[config.mk]
export PLATFORM = sky130hd
export DESIGN_NAME = whack_scorer
export DESIGN_NICKNAME = d
export VERILOG_FILES = /design/src/rtl/whack_scorer.sv
export SDC_FILE = /design/constraint.sdc
export NUM_CORES = 1
export LEC_CHECK = 0
export CORE_AREA = 2 2 62 108
export CTS_CLUSTER_DIAMETER = 40
export DETAILED_ROUTE_END_ITERATION = 10
export DIE_AREA = 0 0 64 110
export SLEW_MARGIN = 20
export SYNTH_ARGS = -nofsm -noshare
export SYNTH_HDL_FRONTEND = slang
export SYNTH_SLANG_ARGS = --single-unit
[constraint.sdc]
create_clock -name MHz100_clk_i -period 11 [get_ports MHz100_clk_i]
set_input_delay 3.3 -clock MHz100_clk_i [delete_from_list [all_inputs] [get_ports MHz100_clk_i]]
set_output_delay 3.3 -clock MHz100_clk_i [all_outputs]
set_load 0.03 [all_outputs]
[src/rtl/whack_scorer.sv]
// Whack-a-mole scoring engine: edge-detects button presses against the lit moles,
// allows one scoring action per round and tracks saturating score and hit streaks.
module whack_scorer #(
  parameter int N_MOLES      = 5,
  parameter int SCORE_W      = 8,
  parameter int STREAK_W     = 6,
  parameter int HIT_POINTS   = 1,
  parameter int MISS_PENALTY = 1,
  parameter int BONUS_EVERY  = 5
) (
  input  logic                MHz100_clk_i,
  input  logic                reset_n_i,
  input  logic                round_tick_i,
  input  logic                game_en_i,
  input  logic                clear_i,
  input  logic [N_MOLES-1:0]  LED_i,
  input  logic [N_MOLES-1:0]  whack_i,
  output logic [SCORE_W-1:0]  score_o,
  output logic [STREAK_W-1:0] streak_o,
  output logic [STREAK_W-1:0] best_streak_o,
  output logic                hit_o,
  output logic                miss_o,
  output logic                escape_o,
  output logic                locked_o
);

  typedef enum logic {ARMED = 1'b0, LOCKED = 1'b1} state_t;

  localparam int SUM_W = SCORE_W + 2;
  localparam logic [SUM_W-1:0] SCORE_MAX = {2'b00, {SCORE_W{1'b1}}};

  state_t              state_reg;
  logic [N_MOLES-1:0]  whack_q_reg;
  logic [SCORE_W-1:0]  score_reg;
  logic [STREAK_W-1:0] streak_reg;
  logic [STREAK_W-1:0] best_reg;
  logic                hit_reg;
  logic                miss_reg;
  logic                escape_reg;

  logic [N_MOLES-1:0]  press;
  logic                press_any;
  logic                press_lit;
  logic [STREAK_W:0]   streak_plus;
  logic [STREAK_W-1:0] streak_hit_next;
  logic                bonus;
  logic [SUM_W-1:0]    score_sum;
  logic [SCORE_W-1:0]  score_hit_next;
  logic [SCORE_W-1:0]  score_miss_next;

  for (genvar gi = 0; gi < N_MOLES; gi++) begin : g_press
    assign press[gi] = whack_i[gi] & ~whack_q_reg[gi];
  end

  assign press_any = |press;
  assign press_lit = |(press & LED_i);

  assign streak_plus     = {1'b0, streak_reg} + 1'b1;
  assign streak_hit_next = streak_plus[STREAK_W] ? {STREAK_W{1'b1}} : streak_plus[STREAK_W-1:0];

  // Bonus uses the unsaturated next streak so the cadence is exact below saturation.
  if (BONUS_EVERY != 0) begin : g_bonus
    assign bonus = ((32'(streak_plus) % BONUS_EVERY) == 0);
  end else begin : g_no_bonus
    assign bonus = 1'b0;
  end

  assign score_sum       = {2'b00, score_reg} + SUM_W'(HIT_POINTS) + SUM_W'(bonus);
  assign score_hit_next  = (score_sum > SCORE_MAX) ? {SCORE_W{1'b1}} : score_sum[SCORE_W-1:0];
  assign score_miss_next = ({2'b00, score_reg} >= SUM_W'(MISS_PENALTY))
                         ? score_reg - SCORE_W'(MISS_PENALTY) : '0;

  always_ff @(posedge MHz100_clk_i or negedge reset_n_i) begin
    if (!reset_n_i) begin
      state_reg   <= ARMED;
      whack_q_reg <= '1;
      score_reg   <= '0;
      streak_reg  <= '0;
      best_reg    <= '0;
      hit_reg     <= 1'b0;
      miss_reg    <= 1'b0;
      escape_reg  <= 1'b0;
    end else begin
      whack_q_reg <= whack_i;
      hit_reg     <= 1'b0;
      miss_reg    <= 1'b0;
      escape_reg  <= 1'b0;
      if (clear_i) begin
        state_reg  <= ARMED;
        score_reg  <= '0;
        streak_reg <= '0;
        best_reg   <= '0;
      end else if (!game_en_i) begin
        state_reg <= ARMED;
      end else begin
        if (state_reg == ARMED) begin
          if (press_lit) begin
            hit_reg    <= 1'b1;
            state_reg  <= LOCKED;
            score_reg  <= score_hit_next;
            streak_reg <= streak_hit_next;
            if (streak_hit_next > best_reg) best_reg <= streak_hit_next;
          end else if (press_any) begin
            miss_reg   <= 1'b1;
            state_reg  <= LOCKED;
            score_reg  <= score_miss_next;
            streak_reg <= '0;
          end else if (round_tick_i && (|LED_i)) begin
            escape_reg <= 1'b1;
            streak_reg <= '0;
          end
        end
        // A round boundary always re-arms, overriding any lock taken this cycle.
        if (round_tick_i) state_reg <= ARMED;
      end
    end
  end

  assign score_o       = score_reg;
  assign streak_o      = streak_reg;
  assign best_streak_o = best_reg;
  assign hit_o         = hit_reg;
  assign miss_o        = miss_reg;
  assign escape_o      = escape_reg;
  assign locked_o      = (state_reg == LOCKED);

endmodule

---- Word-level counts from Yosys, hierarchy flattened ----
Index checks and enable logic that the tools add are counted.
word-level totals
  input port bits ......................... 15
  flip-flop bits (word level) ............. 29
  output and inout port bits .............. 24
cells by class
  div/mod/pow operators ................... 1
  multiplexer cells ....................... 39
  equality and inequality tests ........... 1
  reductions and logical operators ........ 13
  bitwise gates (word level) .............. 11
  add/subtract/negate cells ............... 4
  magnitude comparators ................... 3
operators with widths
  kind                                                               count
  two-way mux 6 bit                                                  12
  two-way mux 8 bit                                                  7
  zero test 32 bit                                                   1
  modulo 7 x 3 -> 32 bit, second input constant                      1
  two-way mux 1 bit                                                  20
  OR reduction 5 bit                                                 3
  adder 9 x 1 -> 10 bit                                              1
  > comparator 10 x 8 -> 1 bit, second input constant                1
  adder 8 x 1 -> 9 bit, second input constant                        1
  greater-or-equal comparator 8 x 1 -> 1 bit, second input constant  1
  subtractor 8 x 1 -> 8 bit, second input constant                   1
  adder 6 x 1 -> 7 bit, second input constant                        1
  > comparator 6 bit                                                 1
  AND reduction 3 bit                                                2
  nonzero test 2 bit                                                 3
  AND 1 bit                                                          5
  AND 5 bit                                                          1
  inverter 1 bit                                                     5
  AND reduction 4 bit                                                1
  nonzero test 4 bit                                                 1
  nonzero test 3 bit                                                 1
  inequality test 2 bit, second input constant                       1
  logical AND 1 bit                                                  1

---- Depth between registers and ports, before layout ----
  depth in word-level cells ............... 10
  mapped depth ............................ 28
  mapped depth without buffers ............ 26

---- Worst setup path after synthesis ----
OpenSTA, ideal clock, no wires.
  path type ............................... register to register
  from .................................... register streak_reg[1] (netlist: streak_o[1])
  to ...................................... register score_reg[1] (netlist: score_o[1])
  data required time ...................... 10876 ps
  clock period less this slack ............ 5170 ps
  cell stages (with the launch flop) ...... 28
  setup slack ............................. 5830 ps
  buffers on the path ..................... 1
  arrival ................................. 5046 ps
  path through ............................ dfrtp_1 ha_1 buf_6 a21oi_1 a211oi_2 nand2_1 ha_1 a221o_2 and3_1 nand2_1 nand2_1 o311a_1 ha_1 o21ai_1 o21ai_0 a2111oi_0 a31oi_1 and4_1 a31oi_1 ha_1 inv_1 ha_1 and3_1 and3_1 a31oi_1 inv_1 o211ai_1 nand2_1
on the way
  cells in the longest elaborated chain, start to end .. 10
ends and longest elaborated chain
  element                       RTL line  source
  start, declared               35        logic [STREAK_W-1:0] streak_reg;
  start signal, assigned        101       streak_reg <= streak_hit_next;
  adder 6 x 1 -> 7 bit (*)      58        assign streak_plus = {1'b0, streak_reg} + 1'b1;
  modulo 7 x 3 -> 32 bit (*)    63        assign bonus = ((32'(streak_plus) % BONUS_EVERY) == 0);
  zero test 32 bit (*)          63
  adder 9 x 1 -> 10 bit (*)     68        assign score_sum = {2'b00, score_reg} + SUM_W'(HIT_POINTS) + SUM_W'(bonus);
  > comparator 10 x 8 -> 1 bit  69        assign score_hit_next = (score_sum > SCORE_MAX) ? {SCORE_W{1'b1}} : score_sum[SCORE_W-1:0];
  two-way mux 8 bit (*)         69
  two-way mux 8 bit (*)         97        if (press_lit) begin
  two-way mux 8 bit (*)         96        if (state_reg == ARMED) begin
  two-way mux 8 bit (*)         93        end else if (!game_en_i) begin
  two-way mux 8 bit (*)         88        if (clear_i) begin
  end signal, assigned          100       score_reg <= score_hit_next;
  end signal, assigned          106       score_reg <= score_miss_next;
  end, declared                 34        logic [SCORE_W-1:0] score_reg;
Every way passes the cells marked *; elsewhere a longest branch is shown, timed or not. The select of a mux whose other input is x is not followed.
A chain may end at the register's enable or synchronous reset.

---- Worst setup path in the final report ----
  from .................................... register streak_reg[0] (netlist: streak_o[0])
  to ...................................... register score_reg[3] (netlist: score_o[3])
The elaborated chain is that of the path after synthesis.

==> summary.md <==
| Metric | Value |
|---|---|
| Routability cong. | `0.867` |
| Register-to-register setup slack | `4.87 ns` |
| Simple-gate share of the synthesized area | `0.237` |
| Synth Flop Type | `dfrtp_1` |
| CTS tree | `yes` |
| Vias in the first global route | `2,247` |
| Adder-Cell Fraction of Synth Area | `0.0849` |
| Post-cts resize count | `0` |
| Synth Area in XOR/XNOR | `0.0334` |
| Fin Setup TNS | `0 ns` |
| Netlist cell types | `61` |
| TritonRoute pass-1 iters | `4` |
| Synth Warn # | `0` |
| Largest net degree at the start of global routing | `30` |
| Die area | `7040 um2` |
| Routed vias/inst | `5.66` |
| Worst VDD drop | `0.000104 V` |
| Seq/Total Area, Yosys | `0.310` |
| Port bufs | `38` |
| FFs w/ async S/R, synth | `1.00` |
| Post-CTS setup buffers | `0` |
| Synthesized area per cell | `8.19 um2` |
| Max clock buf depth | `2` |
| R2R Path End | `score_o[3]` |
| IO Count | `39` |
| Post-synthesis cell area | `2360 um2` |
| Die height | `110 um` |
| DR vias | `2,274` |
| Skew-Pair Late Insertion Delay | `0.29 ns` |
| Hold path start | `best_streak_o[5]` |
| Syn_nets | `319` |
| Critical path startpoint category | `flip-flop` |
| Clk slew on worst S/H paths | `0.07 ns` |
| Final slew viol count | `0` |
| Least-Margin Pin Slew | `0.981 ns` |
| Rows | `38` |
| Critical Path RT | `11.16 ns` |
| DR iter-0 viols | `225` |
| RSZ-0062 raised after global routing | `no` |
| Clk root buf | `clkbuf_8` |
| LEAKAGE | `1.20 nW` |
| Post-synthesis mux area share | `0.0133` |
| Crit Path Max Fanout | `10` |
| Routed WL per cell | `15.7 um` |
| CP endpoint | `score_o[3]` |
| CTS Sinks | `29` |
| Outcome | `finished, final reports clean` |
| Crit share post-route | `0.558` |
| CP Capture Type | `flip-flop` |
| Grt ovf | `0` |
| DR DRC count | `0` |
| Main combinational cell family by area after synthesis | `compound AO/OA/AOI/OAI gates` |
| Compound-Gate Fraction of Synth Area | `0.254` |
| Share of cells above drive strength 1 | `0.0870` |
| Min Clock Period, post-route | `6.13 ns` |
| Reg-to-Reg Start | `streak_o[0]` |
| CTS Hold Bufs | `0` |
| Total GRT Usage | `0.190` |
| Core Box Area | `6130 um2` |
| First-pass GRT wire length | `10,400 um` |
| Area Overhead vs Synth | `22.4%` |
| Number of max-cap violations | `0` |
| Final WL | `6330 um` |
| Fin. Hold Viols | `0` |
| Worst hold path class | `reg2reg` |
| Slew HR | `0.344` |
| P per Cell Area | `129 nW/um2` |
| Initial antenna violation count | `0` |
| Max FFs per register | `8` |
| Final setup vio count | `0` |
| Die W | `64 um` |
| Worst Setup SP | `streak_o[0]` |
| # nets final | `352` |
| Diode count | `0` |
| Initial Util | `0.385` |
| Synthesized instance count | `288` |
| Detail Route Antenna Nets | `0` |
| EDFF count, synth | `0` |
| Post-Route Skew | `0.00735 ns` |
| Worst Path Arrival | `6.29 ns` |
| Max Clk Rate | `0.163 GHz` |
| H-tree Lvls | `2` |
| FF+latch count, synth | `29` |
| Pwr Total | `0.000373 W` |
| TritonCTS Buffers | `5` |
| Reg2Reg Depth | `26` |
| Setup CP Type | `reg2reg` |
| Post-DP HPWL | `4810 um` |
-- where the power goes --
group	leakage (nW)	switching, W	internal, W	total, W
clock	0.0574	0.0000460	0.0000736	0.000120
sequential	0.380	0.0000142	0.000116	0.000130
combinational	0.758	0.0000719	0.0000509	0.000123
total	1.20	0.000132	0.000241	0.000373
-- through the flow --
step           area [um2]  cells  hold slack (ns)  setup WS [ns]  utilization
6_report             2890    402            0.576           4.87        0.471
5_1_grt              2890    402            0.604           4.29        0.471
4_1_cts              2890    402            0.583           4.89        0.471
3_5_place_dp         2770    394            0.565           4.91        0.451
3_3_place_gp         2770    394            0.554           4.98        0.451
2_1_floorplan        2360    288            0.704           5.83            -
-- worst min path at each step --
stage,cells past startpoint,endpoint
finish,2,best_streak_o[5]
global route,2,best_streak_o[5]
CTS,2,best_streak_o[4]
detailed placement,2,best_streak_o[5]
global placement,2,best_streak_o[4]
floorplan,2,score_o[1]
-- cell usage in the layout (no fill, tap or decap), types with 7 or more instances in the layout --
cell,count
and3_1,7
xnor2_1,7
nor2_1,28
clkdlybuf4s50_1,38
o21ai_0,33
nand2_1,32
dfrtp_1,24
ha_1,16
inv_1,21
a21oi_1,16
nand3_1,7
-- critical path, cell delays in order, from the launching register on --
cell and delay (ns):
dfrtp_1 0.60, ha_1 0.49, a21oi_1 0.18, a211oi_2 0.60, nand2_1 0.11, ha_1 0.21, a221o_2 0.36, and3_1 0.18
nand2_1 0.17, nand2_1 0.07, o311a_1 0.17, ha_1 0.21, o21ai_1 0.07, o21ai_0 0.10, a2111oi_0 0.42, a31oi_1 0.10
and4_1 0.19, a31oi_1 0.24, ha_1 0.20, inv_1 0.04, ha_1 0.20, and3_1 0.22, and3_1 0.22, a31oi_1 0.22
inv_1 0.18, a21oi_1 0.15, o21ai_0 0.09
-- synthesized netlist by cell type, types with 2 or more instances --
cell type	n	area [um2]
o21ai_0	33	165
nand2_1	32	120
nor2_1	28	105
dfrtp_1	24	601
inv_1	21	78.8
a21oi_1	16	80.1
ha_1	16	200
and3_1	7	43.8
nand3_1	7	35.0
xnor2_1	7	61.3
a31oi_1	6	37.5
nor2b_1	6	37.5
clkbuf_1	5	18.8
dfstp_2	5	131
nor3_1	5	25.0
a311oi_1	4	35.0
and4_1	4	35.0
buf_2	4	20.0
nor4_1	4	25.0
a21o_1	3	22.5
buf_6	3	33.8
a211o_1	2	17.5
mux2i_1	2	20.0
nand2b_1	2	12.5
nand3b_1	2	15.0
nand4_1	2	12.5
o31ai_1	2	15.0
o41ai_1	2	17.5
xor2_1	2	17.5
-- cells by family after synthesis --
kind of cell / count (synthesis)
compound gates: 88
buf+inv: 34
xor+xnor: 9
mux: 3
flops: 29
simple gates: 109
fa+ha+maj: 16
-- per-layer routing --
layer	up-vias	global-route usage	share of wire
met3	10	0.0223	0.030
met4	0	0.0854	0.020
met1	1092	0.194	0.38
met2	65	0.374	0.57
li1	1107	-	-
met5	-	0	0
-- area by class of cell --
class	count	area, um2
flip-flops and latches	29	732
inverters	21	78.8
clock buffers	6	82.6
fillers	610	3250
clock inverters	2	37.5
multi-input cells	225	1470
repair buffers	39	388
well taps	80	100
(Power assumes the default switching activity.)
